## src/rtl/multicycle_control_if.sv

```systemverilog
// multicycle_control_if: opcode/handshake inputs and datapath control outputs of the multicycle control unit.
interface multicycle_control_if #(
    parameter int OP_W    = 6,
    parameter int STATE_W = 4
);
    logic [OP_W-1:0]    Op;
    logic               mem_ready;
    logic               PCWrite, PCWriteCond, BranchNe, IorD, MemRead, MemWrite, MemtoReg, IRWrite;
    logic               RegWrite, RegDst, ALUSrcA, EPCWrite, CauseWrite;
    logic [1:0]         ALUSrcB, ALUOp, PCSource;
    logic [STATE_W-1:0] State;
    modport master (
        input  Op, mem_ready,
        output PCWrite, PCWriteCond, BranchNe, IorD, MemRead, MemWrite, MemtoReg, IRWrite,
        output RegWrite, RegDst, ALUSrcA, EPCWrite, CauseWrite, ALUSrcB, ALUOp, PCSource, State
    );
    modport slave (
        output Op, mem_ready,
        input  PCWrite, PCWriteCond, BranchNe, IorD, MemRead, MemWrite, MemtoReg, IRWrite,
        input  RegWrite, RegDst, ALUSrcA, EPCWrite, CauseWrite, ALUSrcB, ALUOp, PCSource, State
    );
endinterface

```

## src/rtl/multicycle_control.sv

```systemverilog
// multicycle_control: Moore FSM sequencing the multicycle MIPS datapath with a memory-ready stall.
// Define MULTICYCLE_CONTROL_EXCEPTION_EN to trap undefined opcodes; otherwise they execute as a NOP.
module multicycle_control #(
    parameter int              OP_W     = 6,
    parameter logic [OP_W-1:0] OP_RTYPE = 6'h00,
    parameter logic [OP_W-1:0] OP_LW    = 6'h23,
    parameter logic [OP_W-1:0] OP_SW    = 6'h2B,
    parameter logic [OP_W-1:0] OP_BEQ   = 6'h04,
    parameter logic [OP_W-1:0] OP_BNE   = 6'h05,
    parameter logic [OP_W-1:0] OP_J     = 6'h02,
    parameter logic [OP_W-1:0] OP_ADDI  = 6'h08,
    parameter int              STATE_W  = 4
) (
    input logic                  clk,
    input logic                  rst_n,
    multicycle_control_if.master bus
);
    typedef enum logic [STATE_W-1:0] {
        FETCH, DECODE, MEM_ADDR, MEM_RD, MEM_WB, MEM_WR, EXEC, R_WB,
        BRANCH, JUMP, ADDI_EXEC, ADDI_WB, TRAP
    } state_t;

    state_t          state_q, state_d, st, illegal;
    logic [OP_W-1:0] op_q, op_d;

`ifdef MULTICYCLE_CONTROL_EXCEPTION_EN
    assign illegal = TRAP;
`else
    assign illegal = FETCH;
`endif

    always_ff @(posedge clk) begin
        if (!rst_n) begin
            state_q <= FETCH;
            op_q    <= '0;
        end else begin
            state_q <= state_d;
            op_q    <= op_d;
        end
    end

    // During reset the outputs decode as FETCH so nothing from an aborted instruction leaks out
    assign st        = rst_n ? state_q : FETCH;
    assign bus.State = state_q;

    always_comb begin
        state_d         = FETCH;
        op_d            = op_q;
        bus.PCWrite     = 1'b0;
        bus.PCWriteCond = 1'b0;
        bus.BranchNe    = 1'b0;
        bus.IorD        = 1'b0;
        bus.MemRead     = 1'b0;
        bus.MemWrite    = 1'b0;
        bus.MemtoReg    = 1'b0;
        bus.IRWrite     = 1'b0;
        bus.RegWrite    = 1'b0;
        bus.RegDst      = 1'b0;
        bus.ALUSrcA     = 1'b0;
        bus.EPCWrite    = 1'b0;
        bus.CauseWrite  = 1'b0;
        bus.ALUSrcB     = 2'b00;
        bus.ALUOp       = 2'b00;
        bus.PCSource    = 2'b00;
        case (st)
            FETCH: begin
                bus.MemRead = 1'b1;
                bus.ALUSrcB = 2'b01;
                bus.IRWrite = bus.mem_ready;
                bus.PCWrite = bus.mem_ready;
                state_d     = bus.mem_ready ? DECODE : FETCH;
            end
            DECODE: begin
                bus.ALUSrcB = 2'b11;
                op_d        = bus.Op;
                state_d     = (bus.Op == OP_LW || bus.Op == OP_SW)  ? MEM_ADDR :
                              (bus.Op == OP_RTYPE)                  ? EXEC :
                              (bus.Op == OP_BEQ || bus.Op == OP_BNE) ? BRANCH :
                              (bus.Op == OP_J)                      ? JUMP :
                              (bus.Op == OP_ADDI)                   ? ADDI_EXEC : illegal;
            end
            MEM_ADDR: begin
                bus.ALUSrcA = 1'b1;
                bus.ALUSrcB = 2'b10;
                state_d     = (op_q == OP_LW) ? MEM_RD : MEM_WR;
            end
            MEM_RD: begin
                bus.MemRead = 1'b1;
                bus.IorD    = 1'b1;
                state_d     = bus.mem_ready ? MEM_WB : MEM_RD;
            end
            MEM_WB: begin
                bus.RegWrite = 1'b1;
                bus.MemtoReg = 1'b1;
            end
            MEM_WR: begin
                bus.MemWrite = 1'b1;
                bus.IorD     = 1'b1;
                state_d      = bus.mem_ready ? FETCH : MEM_WR;
            end
            EXEC: begin
                bus.ALUSrcA = 1'b1;
                bus.ALUOp   = 2'b10;
                state_d     = R_WB;
            end
            R_WB: begin
                bus.RegWrite = 1'b1;
                bus.RegDst   = 1'b1;
            end
            BRANCH: begin
                bus.ALUSrcA     = 1'b1;
                bus.ALUOp       = 2'b01;
                bus.PCWriteCond = 1'b1;
                bus.PCSource    = 2'b01;
                bus.BranchNe    = (op_q == OP_BNE);
            end
            JUMP: begin
                bus.PCWrite  = 1'b1;
                bus.PCSource = 2'b10;
            end
            ADDI_EXEC: begin
                bus.ALUSrcA = 1'b1;
                bus.ALUSrcB = 2'b10;
                state_d     = ADDI_WB;
            end
            ADDI_WB: bus.RegWrite = 1'b1;
`ifdef MULTICYCLE_CONTROL_EXCEPTION_EN
            TRAP: begin
                bus.EPCWrite   = 1'b1;
                bus.CauseWrite = 1'b1;
                bus.PCWrite    = 1'b1;
                bus.PCSource   = 2'b11;
                bus.ALUSrcB    = 2'b01;
                bus.ALUOp      = 2'b01;
            end
`endif
            default: state_d = FETCH;
        endcase
        if (!rst_n) begin
            {bus.PCWrite, bus.PCWriteCond, bus.MemRead, bus.MemWrite} = 4'b0000;
            {bus.IRWrite, bus.RegWrite, bus.EPCWrite, bus.CauseWrite} = 4'b0000;
        end
    end
endmodule

```

## src/flat_wrapper.sv

```systemverilog
// flat-port wrapper written by rule: the top's interface ports become plain ports
module multicycle_control_flat 
#(
    parameter int              OP_W     = 6,
    parameter logic [OP_W-1:0] OP_RTYPE = 6'h00,
    parameter logic [OP_W-1:0] OP_LW    = 6'h23,
    parameter logic [OP_W-1:0] OP_SW    = 6'h2B,
    parameter logic [OP_W-1:0] OP_BEQ   = 6'h04,
    parameter logic [OP_W-1:0] OP_BNE   = 6'h05,
    parameter logic [OP_W-1:0] OP_J     = 6'h02,
    parameter logic [OP_W-1:0] OP_ADDI  = 6'h08,
    parameter int              STATE_W  = 4
)
  (clk, rst_n, bus_Op, bus_mem_ready, bus_PCWrite, bus_PCWriteCond, bus_BranchNe, bus_IorD, bus_MemRead, bus_MemWrite, bus_MemtoReg, bus_IRWrite, bus_RegWrite, bus_RegDst, bus_ALUSrcA, bus_EPCWrite, bus_CauseWrite, bus_ALUSrcB, bus_ALUOp, bus_PCSource, bus_State);
  multicycle_control_if #(.OP_W(OP_W), .STATE_W(STATE_W)) bus_i ();
  input logic clk;
  input logic rst_n;
  input wire logic [$bits(bus_i.Op)-1:0] bus_Op;
  input wire logic [$bits(bus_i.mem_ready)-1:0] bus_mem_ready;
  output wire logic [$bits(bus_i.PCWrite)-1:0] bus_PCWrite;
  output wire logic [$bits(bus_i.PCWriteCond)-1:0] bus_PCWriteCond;
  output wire logic [$bits(bus_i.BranchNe)-1:0] bus_BranchNe;
  output wire logic [$bits(bus_i.IorD)-1:0] bus_IorD;
  output wire logic [$bits(bus_i.MemRead)-1:0] bus_MemRead;
  output wire logic [$bits(bus_i.MemWrite)-1:0] bus_MemWrite;
  output wire logic [$bits(bus_i.MemtoReg)-1:0] bus_MemtoReg;
  output wire logic [$bits(bus_i.IRWrite)-1:0] bus_IRWrite;
  output wire logic [$bits(bus_i.RegWrite)-1:0] bus_RegWrite;
  output wire logic [$bits(bus_i.RegDst)-1:0] bus_RegDst;
  output wire logic [$bits(bus_i.ALUSrcA)-1:0] bus_ALUSrcA;
  output wire logic [$bits(bus_i.EPCWrite)-1:0] bus_EPCWrite;
  output wire logic [$bits(bus_i.CauseWrite)-1:0] bus_CauseWrite;
  output wire logic [$bits(bus_i.ALUSrcB)-1:0] bus_ALUSrcB;
  output wire logic [$bits(bus_i.ALUOp)-1:0] bus_ALUOp;
  output wire logic [$bits(bus_i.PCSource)-1:0] bus_PCSource;
  output wire logic [$bits(bus_i.State)-1:0] bus_State;
  assign bus_i.Op = bus_Op;
  assign bus_i.mem_ready = bus_mem_ready;
  assign bus_PCWrite = bus_i.PCWrite;
  assign bus_PCWriteCond = bus_i.PCWriteCond;
  assign bus_BranchNe = bus_i.BranchNe;
  assign bus_IorD = bus_i.IorD;
  assign bus_MemRead = bus_i.MemRead;
  assign bus_MemWrite = bus_i.MemWrite;
  assign bus_MemtoReg = bus_i.MemtoReg;
  assign bus_IRWrite = bus_i.IRWrite;
  assign bus_RegWrite = bus_i.RegWrite;
  assign bus_RegDst = bus_i.RegDst;
  assign bus_ALUSrcA = bus_i.ALUSrcA;
  assign bus_EPCWrite = bus_i.EPCWrite;
  assign bus_CauseWrite = bus_i.CauseWrite;
  assign bus_ALUSrcB = bus_i.ALUSrcB;
  assign bus_ALUOp = bus_i.ALUOp;
  assign bus_PCSource = bus_i.PCSource;
  assign bus_State = bus_i.State;
  multicycle_control #(.OP_W(OP_W), .OP_RTYPE(OP_RTYPE), .OP_LW(OP_LW), .OP_SW(OP_SW), .OP_BEQ(OP_BEQ), .OP_BNE(OP_BNE), .OP_J(OP_J), .OP_ADDI(OP_ADDI), .STATE_W(STATE_W)) u_core (.clk(clk), .rst_n(rst_n), .bus(bus_i));
endmodule
```

## config.mk

```make
export PLATFORM = sky130hd
export DESIGN_NAME = multicycle_control_flat
export DESIGN_NICKNAME = d
export VERILOG_FILES = /design/src/rtl/multicycle_control_if.sv /design/src/rtl/multicycle_control.sv /design/src/flat_wrapper.sv
export SDC_FILE = /design/constraint.sdc
export NUM_CORES = 1
export LEC_CHECK = 0
export ABC_CLOCK_PERIOD_IN_PS = 1900
export BUFFER_PORTS_ARGS = -buffer_cell sky130_fd_sc_hd__buf_2
export CAP_MARGIN = 10
export CELL_PAD_IN_SITES_DETAIL_PLACEMENT = 1
export CELL_PAD_IN_SITES_GLOBAL_PLACEMENT = 1
export CORE_MARGIN = 3
export CORE_UTILIZATION = 32
export CTS_BUF_LIST = sky130_fd_sc_hd__clkbuf_4 sky130_fd_sc_hd__clkbuf_8 sky130_fd_sc_hd__clkbuf_16
export CTS_CLUSTER_SIZE = 30
export DETAILED_ROUTE_END_ITERATION = 12
export PLACE_DENSITY_LB_ADDON = 0.1
export SLEW_MARGIN = 20
export SYNTH_ARGS = -nofsm -noshare
export SYNTH_HDL_FRONTEND = slang
export SYNTH_SLANG_ARGS = --single-unit
```

## constraint.sdc

```tcl
create_clock -name clk -period 1.9 [get_ports clk]
set_clock_uncertainty 0.05 [all_clocks]
set_input_delay 0.19 -clock clk [delete_from_list [all_inputs] [get_ports clk]]
set_output_delay 0.19 -clock clk [all_outputs]
set_load 0.03 [all_outputs]
```

==> results of run 1 <==
final cells by class:
type | instances | area (sq um) | area share [%]
clock buffers | 3 | 22.5 | 2.05
multi-input cells | 87 | 612 | 55.8
flip-flops and latches | 10 | 204 | 18.6
well taps | 28 | 35.0 | 3.19
repair buffers | 38 | 224 | 20.4
worst min-delay path, stage by stage:
cell and delay (ns):
buf_2 0.12, mux2i_1 0.07, nor2b_1 0.09
sequential cells by signal, indices dropped and copies added (netlist names):
signal	cells
u_core.op_q	6
u_core.bus.State	4
repair_timing:
action | in CTS | in global routing
hold buffers | 0 | 0
pin swaps | 0 | 1
resized for setup | 5 | 5
endpoints found under the setup margin | 2 | 2
kinds of logic after synthesis:
logic type | share of synthesized area [%]
multiplexers | 7.35
AND/OR/NAND/NOR | 42.7
buffers and inverters | 6.74
other | 0.459
flip-flops | 24.5
AO/OA/AOI/OAI | 15.0
XOR/XNOR | 3.22
synthesized netlist by cell type, drive strengths merged, types with 2 or more instances:
master and instances:
nor2b 7, o32ai 2, or3 3, nand3b 4
nor2 10, clkbuf 3, nor3 6, o21ai 4
nor4b 2, or2 2, or3b 2, a21oi 4
buf 6, o22ai 2, nand2 6, xnor2 3
nand2b 5, a31oi 2, dfxtp 10, mux2i 6
nand3 2
per-layer routing:
layer  global-route usage, %  vias to the layer above  wire, microns
met2                    27.4                       22           1180
met4                    3.05                        0             19
met1                    20.8                      424           1150
met3                    5.75                        5            144
li1                        -                      444              -
met5                       0                        -              0
where the power goes:
part	switching, uW	leakage [uW]	total, uW	internal (uW)
clock network	73.7	0.0000138	147	73.2
registers	5.96	0.0000821	222	216
logic	95.4	0.000402	155	59.7
layout by cell type, fill, tap and decap left out, types with 3 or more instances in the layout:
cell type  netlist  layout
buf_4            3      11
nor2_1          10       8
o21ai_0          4       3
xnor2_1          3       3
nand3b_1         4       4
a21oi_1          4       4
buf_2            2      26
nand2b_1         5       5
nor3_2           1       4
mux2i_1          6       6
dfxtp_1         10       9
nor2b_1          7       7
nand2_1          6       6
clkbuf_4         0       3
per-stage QoR:
| step | hold WS (ns) | util (%) | setup WS (ns) | setup TNS (ns) | instances |
|---|---|---|---|---|---|
| finish | 0.188 | 47.3 | 0.0532 | 0 | 166 |
| global route | 0.185 | 47.3 | 0.00640 | 0 | 166 |
| CTS | 0.179 | 46.3 | 0.00560 | 0 | 166 |
| detailed placement | 0.456 | 44.9 | 0.202 | 0 | 163 |
| global placement | 0.453 | 44.9 | 0.252 | 0 | 163 |
| floorplan | 0.278 | - | -0.0660 | -0.0668 | 106 |
final timing paths:
check                      startpoint              to  depth (start not counted)
hold / removal              bus_Op[2]  u_core.op_q[2]                          3
setup reg to reg  u_core.bus.State[2]  u_core.op_q[0]                          6
setup / recovery  u_core.bus.State[2]  bus_ALUSrcB[1]                          5
hold reg to reg        u_core.op_q[3]  u_core.op_q[3]                          2
==> summary.txt, run 1 <==
total number of H-tree levels - 1
Cell Pwr Density - 477 mW/mm^2
Pleak - 0.000498 uW
distinct cell type count of the synthesized netlist - 40
RD Place Congestion - 0.742
CP arrival - 1.61 ns
initial antenna violation count - 0
RSZ-0062 raised after global routing - false
Fin. Hold Viols - 0
yosys warns - 0
largest net degree at the start of global routing - 18
HPWL Detailed - 1960 microns
syn_area_per_cell - 7.78 sq um
Num CTS Buffers - 3
DR DRC count - 0
worst hold path class - in -> reg
Area Overhead vs Synth - 34.3%
CTS sink count - 10
postcts setup bufs - 0
status - finished clean
Total GRT Usage - 16.6%
num rows - 17
Mapped Cells - 105
Tmin final - 1.85 ns
fmax - 0.541 GHz
r2r setup slk - 0.20 ns
total chip power - 524 uW
vias in the first global route - 880
Remaining Overflow, GRT - 0
first-pass GRT wire length - 4200 microns
Via density - 5.39
FF+latch count, synth - 10
Final Cycle Share - 97.2%
maximum fanout along the worst path - 8
die width - 56.5 microns
Max VDD drop - 0.000308 V
top cell type's share of synthesized area - 24.5%
post-route cell area - 0.00110 sq mm
share of cells above drive strength 1 - 42.0%
Seq/Total Area, Yosys - 24.5%
Worst path top cell family by delay - simple AND/OR/NAND/NOR gates
Primary FF master, synth - dfxtp_1
Antenna Nets Post-Route - 0
worst-path cell chain - buf_4 -> or2_4 -> or3_4 -> o21ai_2 -> buf_6
synthesized cell area - 817 sq um
n_diodes - 0
Slew Viols, Final - 0
initial cell density of the core - 35.2%
fill cell count - 307
max cap viols - 0
Total Wirelength - 2490 microns
DR vias - 895
async set or reset register ratio after synthesis - 0%
1st-pass router iterations - 4
worst path bufs/invs - 2
Worst path slowest cell - or3_4
die area - 0.00320 sq mm
Avg WL per Cell - 15.0 microns
I/O pin count - 32
# nets final - 149
final setup fails - 0
1st-iter DRT viols - 19
Root Buffer - clkbuf_4
Crit path required time - 1.66 ns
clock latency on the worst-skew pair - 0.27 ns
Post-DP Area - 0.00104 sq mm
Die H - 56.5 microns
I/O Buffers - 29
register clock-pin slew on the reported worst setup and hold paths - 0.07 ns
core footprint - 0.00232 sq mm
worst stage delay on the critical path - 0.34 ns
main area contributors after synthesis - dfxtp_1 25%, mux2i_1 7.4%, nor2b_1 5.4%
CTS tree - done
nature of the critical path startpoint - flip-flop
area leader, netlist - dfxtp_1
crit path kind - reg -> out
Critical Path End Type - output pin
Longest Clk Path Bufs - 2
number of synthesized flops with an enable pin - 0
Note: power is estimated with default switching activity, not from simulation.
==> run 2, diff against run 1 <==
- PLACE_DENSITY: default -> 0.81
- PLACE_DENSITY_LB_ADDON: 0.1 -> default
==> summary.txt, run 2 (same netlist as run 1, synthesis figures left out) <==
met1 wire length - 1240 microns (was 1150 microns)
highest-count cells in the layout ignoring fill and taps - 25 x buf_2, 9 x buf_4, 8 x dfxtp_1 (was 26 x buf_2, 11 x buf_4, 9 x dfxtp_1)
core footprint - 0.00232 sq mm (unchanged)
worst hold path class - in -> reg (unchanged)
post-route cell area - 0.00110 sq mm (about the same)
Final Cycle Share - 96.7% (was 97.2%)
CTS tree - done (unchanged)
Cell Pwr Density - 528 mW/mm^2 (was 477 mW/mm^2)
I/O Buffers - 29 (unchanged)
n_diodes - 0 (unchanged)
fill cell count - 296 (was 307)
largest net degree at the start of global routing - 15 (was 18)
I/O pin count - 32 (unchanged)
Fin. Hold Viols - 0 (unchanged)
DR DRC count - 0 (unchanged)
clock latency on the worst-skew pair - 0.27 ns (about the same)
max cap viols - 0 (unchanged)
Final Worst Setup Slack - 0.0620 ns (was 0.0532 ns)
Slew Viols, Final - 0 (unchanged)
total number of H-tree levels - 1 (unchanged)
placed insts - 162 (was 163)
Pleak - 0.000495 uW (was 0.000498 uW)
Longest Clk Path Bufs - 2 (unchanged)
most common cell after layout, fill and taps aside - buf_2 (unchanged)
Total Wirelength - 2850 microns (was 2490 microns)
num rows - 17 (unchanged)
1st-iter DRT viols - 12 (was 19)
initial antenna violation count - 0 (unchanged)
dpl ws - 0.253 ns (was 0.202 ns)
Hold Path Depth - 3 (unchanged)
CP arrival - 1.60 ns (was 1.61 ns)
status - finished clean (unchanged)
max layer used - met4 (unchanged)
final setup fails - 0 (unchanged)
share of cells above drive strength 1 - 42.8% (was 42.0%)
Remaining Overflow, GRT - 0 (unchanged)
Area Overhead vs Synth - 35.2% (was 34.3%)
Avg WL per Cell - 17.2 microns (was 15.0 microns)
Crit path required time - 1.66 ns (about the same)
Max VDD drop - 0.000343 V (was 0.000308 V)
Antenna Nets Post-Route - 0 (unchanged)
fmax - 0.544 GHz (was 0.541 GHz)
DR vias - 930 (was 895)
die width - 56.5 microns (unchanged)
RR Endpoint - u_core.op_q[2] (was u_core.op_q[0])
Hold Path End - u_core.op_q[3] (was u_core.op_q[2])
HPWL Detailed - 2150 microns (was 1960 microns)
Reg with most FFs - u_core.op_q (unchanged)
CTS sink count - 10 (unchanged)
first-pass GRT wire length - 4420 microns (was 4200 microns)
met2 WL - 1440 microns (was 1180 microns)
1st-pass router iterations - 4 (unchanged)
nature of the critical path startpoint - flip-flop (unchanged)
FF-to-FF path depth - 5 (was 6)
Largest register FFs - 6 (unchanged)
Die H - 56.5 microns (unchanged)
# nets final - 148 (was 149)
Tmin final - 1.84 ns (was 1.85 ns)
Num CTS Buffers - 3 (unchanged)
register clock-pin slew on the reported worst setup and hold paths - 0.08 ns (was 0.07 ns)
Final Non-Filler Cells - 166 (unchanged)
r2r setup slk - 0.30 ns (was 0.20 ns)
CTS Hold Bufs - 0 (unchanged)
reg-to-reg startpoint - u_core.bus.State[3] (was u_core.bus.State[2])
initial cell density of the core - 35.2% (unchanged)
Critical Path End Type - output pin (unchanged)
Via density - 5.60 (was 5.39)
fin util - 47.7% (was 47.3%)
vias in the first global route - 884 (was 880)
crit path kind - reg -> out (unchanged)
maximum fanout along the worst path - 13 (was 8)
die area - 0.00320 sq mm (unchanged)
Total GRT Usage - 17.4% (was 16.6%)
Root Buffer - clkbuf_4 (unchanged)
met3 routed WL - 136 microns (was 144 microns)
hold path startpoint - bus_Op[3] (was bus_Op[2])
Post-DP Area - 0.00103 sq mm (was 0.00104 sq mm)
RD Place Congestion - 0.791 (was 0.742)
run 2: changes by cell type in the layout (fill, tap and decap cells not counted), sizes merged:
cell / previous run / this run
buf: 38 / 35
clkbuf: 3 / 6
run 2: critical path, cell delays in order (launching register included):
cell and delay [ns]:
dfxtp_1 0.42, buf_4 0.22, and3b_2 0.24, or2_2 0.27, clkbuf_4 0.18
run 2: repair_timing:
action                                  4_1_cts  5_1_grt
buffers inserted                              0        0
pin swaps                                     0        1
endpoints found under the setup margin        3        4
resized for setup                             4        8
run 2: worst max-delay path by stage:
stage / start / to / slack, ns / depth (start not counted)
after floorplan: u_core.bus.State[1] / bus_BranchNe / -0.07 / 3
after global placement: u_core.bus.State[3] / bus_BranchNe / 0.26 / 4
after detailed placement: u_core.bus.State[3] / bus_BranchNe / 0.25 / 4
after CTS: u_core.bus.State[3] / bus_RegWrite / 0.001 / 6
after global routing: u_core.bus.State[0] / bus_PCWrite / -0.005 / 4
final: u_core.bus.State[0] / bus_PCWrite / 0.06 / 4
run 2: metrics by stage:
step	setup TNS [ns]	total power, uW	hold slack, ns
after global routing	-0.00519	607	0.230
after global placement	0	371	0.449
final	0	583	0.205
after CTS	0	580	0.202
after detailed placement	0	379	0.461
after floorplan	-0.0668	329	0.278
run 2: layout make-up:
type | count | area (sq um) | area share, %
multi-input cells | 87 | 607 | 54.9
repair buffers | 37 | 219 | 19.8
flip-flops and latches | 10 | 208 | 18.8
clock buffers | 4 | 36.3 | 3.28
well taps | 28 | 35.0 | 3.17
run 2: routing by layer:
metal  track usage (%)  vias up
met5                 0        -
met4              3.39        0
met3              3.68        4
met2              30.5       31
met1              21.7      455
li1                  -      440
run 2: power breakdown:
group	internal (uW)	total [uW]	switching (uW)
logic	58.0	155	96.8
clock network	116	205	88.7
registers	215	223	7.87
total	390	583	193
